### src/rtl/mult_seq_ctrl.sv
// mult_seq_ctrl
//   Multi-cycle control stage for a combinational WxW array multiplier.
//   A start request seen in IDLE latches the operands onto mult_a/mult_b.
//   The multiplier is then given LAT settle cycles. After that, the 2W-bit
//   product is captured into the HI/LO result registers and done pulses for
//   one cycle.
//
//   Optional feature macro: MULT_SIGNED_EN
//     defined   : is_signed selects two's-complement operands. The multiplier
//                 receives operand magnitudes, and the captured product is
//                 negated when the operand signs differ.
//     undefined : every operation is unsigned; is_signed is accepted but ignored.
//
//   Parameters
//     W    operand width (product is 2W)
//     LAT  settle cycles for the multiplier, 1..15
//
//   Ports
//     clk        rising-edge clock
//     rst_n      asynchronous active-low reset
//     start      operation request, sampled only in IDLE
//     is_signed  signed operands (MULT_SIGNED_EN builds only)
//     op_a/op_b  multiplicand / multiplier
//     busy       operation in flight (registered)
//     done       one-cycle pulse when hi/lo have just been updated (registered)
//     hi/lo      upper / lower product halves (registered, held until next capture)
//     mult_a/b   registered operands driven to the array multiplier
//     mult_y     unsigned 2W-bit product returned by the array multiplier
module mult_seq_ctrl #(
  parameter int W   = 32,
  parameter int LAT = 2
) (
  input  logic           clk,
  input  logic           rst_n,
  input  logic           start,
  input  logic           is_signed,
  input  logic [W-1:0]   op_a,
  input  logic [W-1:0]   op_b,
  output logic           busy,
  output logic           done,
  output logic [W-1:0]   hi,
  output logic [W-1:0]   lo,
  output logic [W-1:0]   mult_a,
  output logic [W-1:0]   mult_b,
  input  logic [2*W-1:0] mult_y
);

  localparam logic [3:0] CNT_LOAD = 4'(LAT - 1);

  if (LAT < 1 || LAT > 15) begin : g_lat_check
    $error("mult_seq_ctrl: LAT must be in 1..15");
  end

  typedef enum logic [1:0] {
    S_IDLE    = 2'd0,
    S_WAIT    = 2'd1,
    S_CAPTURE = 2'd2
  } state_t;

  state_t         r_state;
  state_t         w_next;
  logic [3:0]     r_cnt;
  logic           r_busy;
  logic           r_done;
  logic [W-1:0]   r_hi;
  logic [W-1:0]   r_lo;
  logic [W-1:0]   r_mult_a;
  logic [W-1:0]   r_mult_b;
  logic           w_accept;
  logic [W-1:0]   w_opnd_a;
  logic [W-1:0]   w_opnd_b;
  logic [2*W-1:0] w_result;

  assign w_accept = (r_state == S_IDLE) && start;

`ifdef MULT_SIGNED_EN
  logic r_neg;
  logic w_neg;

  // Magnitudes are taken in W bits; the most negative value maps onto
  // itself, which read as unsigned is exactly its magnitude.
  assign w_opnd_a = (is_signed && op_a[W-1]) ? (~op_a + W'(1)) : op_a;
  assign w_opnd_b = (is_signed && op_b[W-1]) ? (~op_b + W'(1)) : op_b;
  assign w_neg    = is_signed && (op_a[W-1] ^ op_b[W-1]);
  assign w_result = r_neg ? (~mult_y + (2*W)'(1)) : mult_y;

  always_ff @(posedge clk or negedge rst_n) begin
    if (!rst_n) begin
      r_neg <= 1'b0;
    end else if (w_accept) begin
      r_neg <= w_neg;
    end
  end
`else
  // is_signed stays on the port list so both builds share one interface.
  logic w_unused_sign;
  assign w_unused_sign = is_signed;
  assign w_opnd_a      = op_a;
  assign w_opnd_b      = op_b;
  assign w_result      = mult_y;
`endif

  // State register
  always_ff @(posedge clk or negedge rst_n) begin
    if (!rst_n) begin
      r_state <= S_IDLE;
    end else begin
      r_state <= w_next;
    end
  end

  // Next-state logic
  always_comb begin
    w_next = r_state;
    case (r_state)
      S_IDLE:    if (start) w_next = S_WAIT;
      S_WAIT:    if (r_cnt == 4'd0) w_next = S_CAPTURE;
      S_CAPTURE: w_next = S_IDLE;
      default:   w_next = S_IDLE;
    endcase
  end

  // Settle counter: loaded with LAT-1 so WAIT lasts exactly LAT cycles.
  always_ff @(posedge clk or negedge rst_n) begin
    if (!rst_n) begin
      r_cnt <= 4'd0;
    end else if (w_accept) begin
      r_cnt <= CNT_LOAD;
    end else if (r_state == S_WAIT && r_cnt != 4'd0) begin
      r_cnt <= r_cnt - 4'd1;
    end
  end

  // busy is registered from the next state so it appears with WAIT and
  // drops with the return to IDLE; done follows CAPTURE by one cycle.
  always_ff @(posedge clk or negedge rst_n) begin
    if (!rst_n) begin
      r_busy <= 1'b0;
      r_done <= 1'b0;
    end else begin
      r_busy <= (w_next != S_IDLE);
      r_done <= (r_state == S_CAPTURE);
    end
  end

  // Operand and result registers. Operands change only on an accepted
  // start, which keeps the multicycle path into CAPTURE stable.
  always_ff @(posedge clk or negedge rst_n) begin
    if (!rst_n) begin
      r_mult_a <= '0;
      r_mult_b <= '0;
      r_hi     <= '0;
      r_lo     <= '0;
    end else begin
      if (w_accept) begin
        r_mult_a <= w_opnd_a;
        r_mult_b <= w_opnd_b;
      end
      if (r_state == S_CAPTURE) begin
        {r_hi, r_lo} <= w_result;
      end
    end
  end

  assign busy   = r_busy;
  assign done   = r_done;
  assign hi     = r_hi;
  assign lo     = r_lo;
  assign mult_a = r_mult_a;
  assign mult_b = r_mult_b;

endmodule

### config.mk
export PLATFORM = sky130hd
export DESIGN_NAME = mult_seq_ctrl
export DESIGN_NICKNAME = d
export VERILOG_FILES = /design/src/rtl/mult_seq_ctrl.sv
export SDC_FILE = /design/constraint.sdc
export NUM_CORES = 1
export LEC_CHECK = 0
export CAP_MARGIN = 30
export CORE_MARGIN = 5
export CORE_UTILIZATION = 35
export CTS_CLUSTER_DIAMETER = 60
export DETAILED_ROUTE_END_ITERATION = 8
export PLACE_DENSITY = 0.7
export RECOVER_POWER = 100
export SLEW_MARGIN = 20
export SYNTH_ARGS = -nofsm -noshare
export SYNTH_HDL_FRONTEND = slang
export SYNTH_SLANG_ARGS = --single-unit
### constraint.sdc
create_clock -name clk -period 2.3 [get_ports clk]
set_clock_uncertainty 0.1 [all_clocks]
set_input_delay 0.69 -clock clk [delete_from_list [all_inputs] [get_ports clk]]
set_output_delay 0.69 -clock clk [all_outputs]
set_load 0.1 [all_outputs]
== Word level (Yosys, flattened, before mapping) ==
Cells that the tools add are included.
Widths: inputs -> output; s select.

* Output and inout port bits: 130
* Flip-flop bits (word level): 136

* Reductions and logical operators: 7
* Eq/ne operators: 2
* Add/subtract/negate cells: 1
* Muxes and demuxes: 5

{| class="wikitable"
|+ Operator list
! kind !! count
|-
| $mux 4 || 2
|-
| $logic_not 4->1 || 1
|-
| $mux 2 || 2
|-
| $pmux 2 s2 || 1
|-
| $reduce_bool 2->1 || 2
|-
| $reduce_bool 4->1 || 1
|-
| $sub 4x1->4 const B || 1
|-
| $eq 2x1->1 const B || 1
|-
| $eq 2x2->1 const B || 1
|-
| $logic_and 1x1->1 || 2
|-
| $logic_not 2->1 || 1
|}

== Longest topological paths before layout ==
* Word-level depth: 4
* Depth in mapped cells: 5
* Depth with buffers taken out: 5

== Worst setup path before layout ==
Ideal clock, no wire load.

* Path kind: input-to-reg
* Start: input port start
* End: register r_mult_a[10], in the netlist mult_a[10]
* Setup time: 0.126 ns
* Setup slack: 0.539 ns
* Arrival time: 1.535 ns
* Cell stages on the path: 4
* Cell sequence: nor3b_4 > buf_6 > buf_6 > mux2_4

* Word-level cells in the longest chain between the ends: 1

{| class="wikitable"
|+ RTL lines
! element !! RTL line !! RTL
|-
| from (decl) || 35 || <nowiki>input logic start,</nowiki>
|-
| $logic_and 1x1->1 || 74 || <nowiki>assign w_accept = (r_state == S_IDLE) && start;</nowiki>
|-
| to (signal assigned) || 156 || <nowiki>r_mult_a <= w_opnd_a;</nowiki>
|-
| to (decl) || 67 || <nowiki>logic [W-1:0] r_mult_a;</nowiki>
|}

Every way passes these cells.
A chain may end at the register's enable or synchronous reset.

== Worst setup path in the final report ==
* Start: input port start
* End: register r_mult_a[2], in the netlist mult_a[2]

The elaborated chain is that of the path after synthesis.

==> impl_metrics.env <==
export IMPL_outcome="finished, final reports clean"
export IMPL_syn_inst=304
export IMPL_io_buffers=260
export IMPL_fin_crit_sh_pct=90.8
export IMPL_min_period_ps=2090
export IMPL_route_detailed_drc=0
export IMPL_die_h_um=136
export IMPL_clock_fmax_mhz=479
export IMPL_tightest_slew_ps=891
export IMPL_syn_area_mm2=0.00551
export IMPL_chipWidth_um=136
export IMPL_dp_hpwl_mm=10.4
export IMPL_cts_root_buf="clkbuf_16"
export IMPL_setup_viol=0
export IMPL_hold_path_class="in2async"
export IMPL_die_area_mm2=0.0184
export IMPL_avgRoutedWirePerCell_um=16.4
export IMPL_cp_arrival_ps=2270
export IMPL_io_pins=262
export IMPL_coreArea_mm2=0.0153
export IMPL_numCtsBuffers=17
export IMPL_area_delta_synth_final_pct=45.0
export IMPL_slew_headroom_pct=40.6
export IMPL_fill_cells=1430
export IMPL_viasPerCell=4.40
export IMPL_grt_start_max_net_pins=41
export IMPL_synth_fp_nets=438
export IMPL_drive_above_1_share_pct=39.0
export IMPL_clock_path_buffers=2
export IMPL_cp_max_fo=7
export IMPL_clkSlewWorstSetupHoldPaths_ps=50
export IMPL_postCtsHoldBufs=0
export IMPL_drtIter0Drc=65
export IMPL_ys_ff_latch=136
export IMPL_final_nets=716
export IMPL_fp_row_count=45
export IMPL_ys_seq_area_share_pct=61.7
export IMPL_yosysWarnings=0
export IMPL_hold_viol_final=0
export IMPL_initial_core_util_pct=36.0
export IMPL_cts_resized=0
export IMPL_vias=3549
export IMPL_seq_area_mm2=0.00340
export IMPL_grt_pass1_wl_mm=20.6
export IMPL_syn_area_per_cell_um2=18.1
export IMPL_cp_required_ps=2490
export IMPL_maxSlewViolCount=0
export IMPL_ant_nets=0
export IMPL_rsz0062_at_grt="false"
export IMPL_grt_overflow_total=0
export IMPL_grt_pass1_vias=3939
export IMPL_ys_types=25
export IMPL_drt_wl_total_mm=13.3
export IMPL_clkLatencyLatePin_ps=400
export IMPL_cts_tree="built"
export IMPL_htreeDepth=4
export IMPL_cts_sinks=136
export IMPL_startpoint_type="input port"
export IMPL_dr_pass1_iters=4
export IMPL_crit_type="in2reg"
export IMPL_routabilityCongestion=0.758
export IMPL_maxCapViolCount=0
export IMPL_end_kind="flop"
export IMPL_cts_setup_buffers=0
export IMPL_multiInputGateArea_mm2=0.00165
export IMPL_antenna_found_initial=1
export IMPL_grt_total_usage_pct=14.5
export IMPL_setup_tns_ps=0
-- stage by stage --
stage / instances / util [%] / hold slack (ps) / setup WS [ps] / instance area (um^2)
6_report: 807 / 52.2 / 305 / 213 / 8000
5_1_grt: 807 / 52.2 / 364 / 145 / 8000
4_1_cts: 806 / 57.1 / 67.3 / 338 / 8750
3_5_place_dp: 774 / 53.3 / 393 / -105 / 8160
3_3_place_gp: 774 / 53.3 / 389 / -90.8 / 8160
2_1_floorplan: 304 / - / 294 / 539 / 5510
-- kinds of logic after synthesis --
logic type,count (synthesis),synth area share (%)
adders and majority gates,2,0.454
DFF,136,61.7
buffers and inverters,16,3.61
AOI/OAI and AO/OA,3,0.363
and+or+nand+nor,17,2.11
muxes,130,31.7
-- synth_stat cells, drive strengths merged --
cell type	instances	area, um^2
or3b	1	8.76
o22a	1	8.76
or2	1	6.26
or3	1	6.26
a31oi	1	6.26
mux2i	2	20.0
and4b	1	10.0
dfrtp	136	3400
mux2	128	1730
nand2b	2	12.5
nor2b	3	21.3
o21ai	1	5.00
nand3	2	10.0
or4	1	7.51
ha	2	25.0
nor3b	1	18.8
inv	2	7.51
buf	14	191
nor2	4	15.0
-- cell type report --
cell class	count	share of cell area, %
Tap cell	211	3.30
Timing Repair Buffer	273	25.9
Clock buffer	25	6.32
Inverter	2	0.0939
Antenna cell	1	0.0313
Sequential cell	136	42.6
Multi-Input combinational cell	152	20.7
Clock inverter	7	1.13
-- sequential cells by signal, summed over array words and instances (netlist names) --
| signal | flops |
|---|---|
| hi | 32 |
| r_state | 2 |
| mult_a | 32 |
| done | 1 |
| mult_b | 32 |
| busy | 1 |
| r_cnt | 4 |
| lo | 32 |
-- cells in the final DEF, fill, tap and decap left out, drive strengths merged --
cell type      Yosys  final
or3b               1      1
clkinv             0      3
o22a               1      1
or2                1      1
nor3b              1      1
diode              0      1
bufinv             0      2
or3                1      1
nor2               4      4
dfrtp            136    136
mux2             128    128
buf               14      7
inv                2      2
clkbuf             0    162
or4                1      1
and4b              1      1
clkinvlp           0      2
ha                 2      2
clkdlybuf4s50      0    128
nand3              2      2
a31oi              1      1
nor2b              3      3
mux2i              2      2
dlygate4sd3        0      1
nand2b             2      2
o21ai              1      1
-- worst paths after layout --
kind                            startpoint         to  slack (ps)  depth (start not counted)
worst max-delay path                 start  mult_a[2]         210                          5
worst min-delay path                 rst_n     lo[13]         300                          1
worst max register to register  r_state[1]     hi[31]         370                          3
worst min register to register      lo[19]     lo[19]         380                          1
max in group asynchronous            rst_n   r_cnt[0]         520                          2
min in group clk                    lo[19]     lo[19]         380                          1
-- routing by layer --
layer	GRT usage, %	vias up	wire length (um)
li1	-	1621	-
met4	4.98	0	166
met1	16.3	1767	5080
met5	0	-	0
met3	5.98	15	1170
met2	24.9	146	6860
-- critical path: stages --
cell	delay, ps
dlygate4sd3_1	550
nor3b_4	220
buf_4	200
clkbuf_1	280
mux2_4	330
Power is not shown: default switching activity piles up to over one toggle a cycle in this logic, so the estimate is an artifact.
